`src/rtl/modexp_pkg.sv`:
```
// Shared types and constants for the modular-exponentiation engine.
package modexp_pkg;

  localparam int MODEXP_MIN_WIDTH = 2;

  typedef enum logic [2:0] {
    IDLE,
    CHECK,
    SQR,
    MUL,
    DONE
  } state_t;

endpackage

```
`src/rtl/modexp_modmul.sv`:
```
// Interleaved shift-add modular multiplier: r = a*b mod p, MSB-first over b.
// One launch cycle (go) followed by WIDTH iteration cycles; r is valid while rdy is high.
module modexp_modmul #(
  parameter int WIDTH = 8
) (
  input  logic             clk,
  input  logic             rst_n,
  input  logic             go,
  input  logic [WIDTH-1:0] a,
  input  logic [WIDTH-1:0] b,
  input  logic [WIDTH-1:0] p,
  output logic             rdy,
  output logic [WIDTH-1:0] r
);

  localparam int CNT_W = $clog2(WIDTH + 1);

  logic [WIDTH-1:0] a_reg, b_reg, p_reg, r_reg;
  logic [CNT_W-1:0] cnt_reg;
  logic [WIDTH:0]   dbl_raw, sum_raw;
  logic [WIDTH-1:0] dbl_red, r_next;

  // Both operands are below p, so every intermediate fits in WIDTH+1 bits.
  always_comb begin
    dbl_raw = {r_reg, 1'b0};
    dbl_red = (dbl_raw >= {1'b0, p_reg}) ? WIDTH'(dbl_raw - {1'b0, p_reg}) : dbl_raw[WIDTH-1:0];
    sum_raw = {1'b0, dbl_red} + (b_reg[WIDTH-1] ? {1'b0, a_reg} : '0);
    r_next  = (sum_raw >= {1'b0, p_reg}) ? WIDTH'(sum_raw - {1'b0, p_reg}) : sum_raw[WIDTH-1:0];
  end

  always_ff @(posedge clk or negedge rst_n) begin
    if (!rst_n) begin
      a_reg   <= '0;
      b_reg   <= '0;
      p_reg   <= '0;
      r_reg   <= '0;
      cnt_reg <= '0;
    end else if (go) begin
      a_reg   <= a;
      b_reg   <= b;
      p_reg   <= p;
      r_reg   <= '0;
      cnt_reg <= CNT_W'(WIDTH);
    end else if (cnt_reg != '0) begin
      r_reg   <= r_next;
      b_reg   <= {b_reg[WIDTH-2:0], 1'b0};
      cnt_reg <= cnt_reg - CNT_W'(1);
    end
  end

  // A relaunch masks any count left over from an aborted multiplication.
  assign rdy = !go && (cnt_reg == CNT_W'(1));
  assign r   = r_next;

endmodule

```
`src/rtl/modexp_engine.sv`:
```
// Square-and-multiply modular exponentiation C = M^E mod P with start/busy/done/abort.
// Define MODEXP_CONST_TIME_EN to run a (possibly discarded) multiply for every exponent bit.
module modexp_engine
  import modexp_pkg::*;
#(
  parameter int WIDTH = 8
) (
  input  logic             clk,
  input  logic             rst_n,
  input  logic             start,
  input  logic             abort,
  input  logic [WIDTH-1:0] p,
  input  logic [WIDTH-1:0] e,
  input  logic [WIDTH-1:0] m,
  output logic             busy,
  output logic             done,
  output logic             err,
  output logic [WIDTH-1:0] c
);

  localparam int IDX_W = $clog2(WIDTH);

`ifdef MODEXP_CONST_TIME_EN
  localparam bit CONST_TIME = 1'b1;
`else
  localparam bit CONST_TIME = 1'b0;
`endif

  if (WIDTH < MODEXP_MIN_WIDTH) begin : g_width_check
    $error("modexp_engine: WIDTH must be at least 2");
  end

  state_t           state_reg, state_next;
  logic [WIDTH-1:0] p_reg, e_reg, m_reg, acc_reg, acc_next, c_reg;
  logic [IDX_W-1:0] idx_reg;
  logic             err_reg, go_reg;
  logic             operand_bad, last_bit;
  logic [WIDTH-1:0] mul_b, mul_r;
  logic             mul_rdy;

  modexp_modmul #(
    .WIDTH(WIDTH)
  ) u_modmul (
    .clk  (clk),
    .rst_n(rst_n),
    .go   (go_reg),
    .a    (acc_reg),
    .b    (mul_b),
    .p    (p_reg),
    .rdy  (mul_rdy),
    .r    (mul_r)
  );

  assign operand_bad = (p_reg < WIDTH'(2)) || (m_reg >= p_reg);
  assign last_bit    = (idx_reg == '0);

  always_ff @(posedge clk or negedge rst_n) begin
    if (!rst_n) state_reg <= IDLE;
    else        state_reg <= state_next;
  end

  always_comb begin
    state_next = state_reg;
    case (state_reg)
      IDLE:  if (start && !abort) state_next = CHECK;
      CHECK: state_next = operand_bad ? DONE : SQR;
      SQR: begin
        if (mul_rdy) begin
          if (CONST_TIME || e_reg[idx_reg]) state_next = MUL;
          else if (last_bit)                state_next = DONE;
          else                              state_next = SQR;
        end
      end
      MUL:   if (mul_rdy) state_next = last_bit ? DONE : SQR;
      DONE:  state_next = IDLE;
      default: state_next = IDLE;
    endcase
    if (abort && state_reg != IDLE) state_next = IDLE;
  end

  always_comb begin
    busy  = (state_reg != IDLE);
    done  = (state_reg == DONE);
    err   = err_reg;
    c     = c_reg;
    mul_b = (state_reg == MUL) ? m_reg : acc_reg;
  end

  // A MUL on a clear exponent bit only happens in the constant-time build; its product is dropped.
  always_comb begin
    acc_next = acc_reg;
    if (mul_rdy) begin
      if (state_reg == SQR)                       acc_next = mul_r;
      else if (state_reg == MUL && e_reg[idx_reg]) acc_next = mul_r;
    end
  end

  always_ff @(posedge clk or negedge rst_n) begin
    if (!rst_n) begin
      p_reg   <= '0;
      e_reg   <= '0;
      m_reg   <= '0;
      acc_reg <= '0;
      c_reg   <= '0;
      idx_reg <= '0;
      err_reg <= 1'b0;
      go_reg  <= 1'b0;
    end else begin
      go_reg <= (state_next == SQR || state_next == MUL) && (state_reg == CHECK || mul_rdy);
      if (state_reg == IDLE && start && !abort) begin
        p_reg   <= p;
        e_reg   <= e;
        m_reg   <= m;
        err_reg <= 1'b0;
      end
      if (state_reg == CHECK) begin
        acc_reg <= WIDTH'(1);
        idx_reg <= IDX_W'(WIDTH - 1);
        if (operand_bad) begin
          err_reg <= 1'b1;
          c_reg   <= '0;
        end
      end else begin
        acc_reg <= acc_next;
      end
      if (mul_rdy && state_next == SQR) idx_reg <= idx_reg - IDX_W'(1);
      if (mul_rdy && state_next == DONE) c_reg <= acc_next;
    end
  end

endmodule

```
`config.mk`:
```
export PLATFORM = sky130hd
export DESIGN_NAME = modexp_engine
export DESIGN_NICKNAME = d
export VERILOG_FILES = /design/src/rtl/modexp_pkg.sv /design/src/rtl/modexp_modmul.sv /design/src/rtl/modexp_engine.sv
export SDC_FILE = /design/constraint.sdc
export NUM_CORES = 1
export LEC_CHECK = 0
export CAP_MARGIN = 40
export CORE_ASPECT_RATIO = 1.2
export CORE_MARGIN = 2
export CORE_UTILIZATION = 60
export CTS_BUF_LIST = sky130_fd_sc_hd__clkbuf_4
export CTS_CLUSTER_SIZE = 10
export DETAILED_ROUTE_END_ITERATION = 7
export DONT_BUFFER_PORTS = 1
export PLACE_DENSITY = 0.84
export SYNTH_ARGS = -nofsm -noshare
export SYNTH_HDL_FRONTEND = slang
export SYNTH_HIERARCHICAL = 1
export SYNTH_SLANG_ARGS = --single-unit
export TNS_END_PERCENT = 50
```
`constraint.sdc`:
```
create_clock -name clk -period 5.62 [get_ports clk]
set_input_delay 1.124 -clock clk [delete_from_list [all_inputs] [get_ports clk]]
set_output_delay 1.124 -clock clk [all_outputs]
set_load 0.1 [all_outputs]
```
==> qor.csv <==
stage,metric,value,unit
timing,Worst Clk Skew,0.0143,ns
clock_tree,CTS buffer count,9,
route,DR WL/cell,19.4,um
synth,Post-synth ARST share,1.00,
clock_tree,clk sinks,84,
floorplan,Die H,105,um
synth,Post-Syn Area,5140,um^2
grt,vias in the first global route,4246,
synth,top_reg_cell synth,dfrtp_1,
synth,Ys Warns,6,
timing,fin crit share,0.983,
layout,"Design Area, Final",6020,um^2
floorplan,die area,9320,um^2
timing,Slew HR,0.471,
route,DR pass1 iterations,5,
layout,Filler cells,553,
route,initial drt markers,279,
layout,share of cells above drive strength 1,0.260,
worst_setup_path,CP endpoint kind,register,
worst_hold_path,class of the worst hold path,primary input to async pin,
route,DRC viols,0,
clock_tree,CTS tree,built,
synth,flop and latch count out of synthesis,84,
place,routability cong.,0.957,
synth,"Seq/Total Area, Yosys",0.409,
grt,GR Overflow Total,0,
floorplan,I/O Pins,39,
floorplan,Die X,88.5,um
floorplan,std cell rows,37,
worst_setup_path,critical path launch point type,register,
worst_setup_path,FF-to-FF Start,u_modmul/p_reg[1],
clock_tree,H-Tree Depth,3,
route,total wire length,12600,um
synth,syn_nets,558,
floorplan,Core Footprint,8470,um^2
grt,met1 global-route usage,0.352,
timing,worst slew pin tran,0.793,ns
grt,gr busiest metal,met2,
worst_setup_path,worst reg2reg endpoint,c[4],
place,placed cell count,621,
layout,# diodes,0,
grt,first-pass GRT wire length,20400,um
worst_setup_path,maximum fanout along the worst path,7,
floorplan,Initial Utilization,0.607,
worst_setup_path,crit path DAT,5.85,ns
layout,Area Growth Syn to Fin,17.2,%
timing,fin. max-slew vios,0,
worst_setup_path,R2R depth,24,
timing,crit path time final,5.52,ns
grt,initial antenna violation count,0,
grt,total global-route track usage,0.287,
grt,met2 GRT Util,0.484,
synth,Syn Inst Count,491,
place,placed cell area,5600,um^2
clock_tree,Clock Latency Late Sink,0.44,ns
synth,Post-synth EDFFs,0,
timing,Peak Freq,181,MHz
synth,Cell variety after synth,58,
route,via count,4041,
route,Post-DRT Antenna Nets,0,
worst_setup_path,FF-to-FF setup slack,0.1,ns
grt,met3 Use GR,0.0493,
status,status,"complete, no violations",
layout,fin nets,596,
clock_tree,Root Buffer,clkbuf_4,
clock_tree,CTS hold repair buffers,0,
clock_tree,clock-pin slew on the worst setup and hold paths,0.13,ns
worst_setup_path,crit path kind,register to register,
synth,"Avg Cell Area, Syn",10.5,um^2
timing,Final setup viols,0,
worst_setup_path,CP required,5.95,ns
job,# Max-Cap Violations,0,
layout,non-filler cells in the finished layout,651,
timing,Final Hold Fails,0,
layout,register area,2100,um^2
place,Port Buffers,0,
route,vias per cell,6.21,
place,hpwl dp,9050,um
grt,pin count of the biggest net entering global routing,85,
clock_tree,clk buf depth,2,
layout,multi-input logic area,3000,um^2
==> metrics by stage <==
stage          utilization  hold slack [ns]  TNS [ns]  setup slack, ns
6_report             0.711            0.365         0           0.0981
3_3_place_gp         0.629            0.476    -0.144          -0.0349
5_1_grt              0.711            0.318     -1.67           -0.131
4_1_cts              0.681            0.333         0           0.0171
3_5_place_dp         0.661            0.492     -1.50           -0.174
2_1_floorplan            -            0.458         0            0.187
==> worst max path at each step <==
stage | start | cells past startpoint | slack, ns | to
finish | u_modmul/p_reg[1] | 24 | 0.1 | c[4]
detailed placement | u_modmul/p_reg[1] | 25 | -0.17 | c[3]
CTS | u_modmul/p_reg[1] | 24 | 0.02 | c[3]
floorplan | u_modmul/p_reg[1] | 23 | 0.19 | c[4]
global placement | u_modmul/p_reg[1] | 25 | -0.03 | c[2]
global route | u_modmul/p_reg[1] | 24 | -0.13 | c[6]
==> cell families (layout without fill, tap and decap cells) <==
group                      count (synthesis)  in the layout  share of synthesized area
AOI/OAI and AO/OA                        102            102                      0.137
xor gates and xnor gates                  14             14                     0.0239
adders and majority gates                 39             39                     0.0993
buffers and inverters                     44             87                     0.0358
DFF                                       84             84                      0.409
muxes                                     75             75                      0.164
and+or+nand+nor                          133            133                      0.132
==> layout make-up <==
class,instances,area share
timing repair buffer,42,0.0891
tap,117,0.0243
clock buffer,10,0.0125
multi-input combinational,363,0.498
inverter,29,0.0181
clock inverter,6,0.00914
sequential,84,0.349
==> per-layer routing <==
layer / wire length, um / share of wire
met5: 0 / 0
met4: 402 / 0.032
met3: 653 / 0.052
met2: 6650 / 0.53
met1: 4940 / 0.39
==> Yosys cell counts (8+ instances only) <==
| cell | number | area, um^2 |
|---|---|---|
| nor2_1 | 37 | 139 |
| o21ai_0 | 27 | 135 |
| clkbuf_1 | 9 | 33.8 |
| nor2b_1 | 8 | 50.1 |
| a21oi_1 | 23 | 115 |
| inv_1 | 29 | 109 |
| and2_1 | 11 | 68.8 |
| nand2_1 | 37 | 139 |
| o2bb2ai_1 | 8 | 70.1 |
| ha_1 | 36 | 450 |
| dfrtp_1 | 84 | 2100 |
| mux2_2 | 44 | 495 |
| mux2i_1 | 24 | 240 |
==> critical path: stages (launching register included) <==
cell       delay [ns]
dfrtp_1          0.41
inv_2            0.09
ha_4             0.21
nor2b_1          0.14
o31a_1           0.30
or4_4            0.42
a211o_1          0.31
a21boi_4         0.24
buf_6            0.13
mux2_4           0.30
fa_2             0.36
a211oi_2         0.28
o21bai_1         0.09
a21oi_1          0.17
xor2_1           0.22
inv_1            0.11
ha_4             0.29
nand4_1          0.12
a21oi_2          0.17
o31a_1           0.18
nand2b_4         0.15
buf_8            0.15
mux2_4           0.32
mux2i_1          0.17
o2bb2ai_1        0.09
==> repair_timing <==
item | in CTS | in global routing
pin swaps | 1 | 13
hold endpoints to repair | 0 | 0
resized for setup | 5 | 29
setup endpoints to repair | 21 | 23
buffers inserted | 2 | 11
==> cells in the final DEF (no fill, tap or decap), drive strengths merged, types with 7 or more instances in the layout <==
master	netlist	routed
a21oi	23	23
and2	11	11
buf	5	42
clkbuf	10	10
dfrtp	84	84
ha	36	36
inv	29	29
mux2	51	51
mux2i	24	24
nand2	37	37
nor2	37	37
nor2b	8	8
o21ai	27	27
o2bb2ai	8	8
xnor2	7	7
xor2	7	7
Power is left out: the tool's default activity adds up to more than one toggle a clock period on the data nets, which glitch-free logic cannot reach.
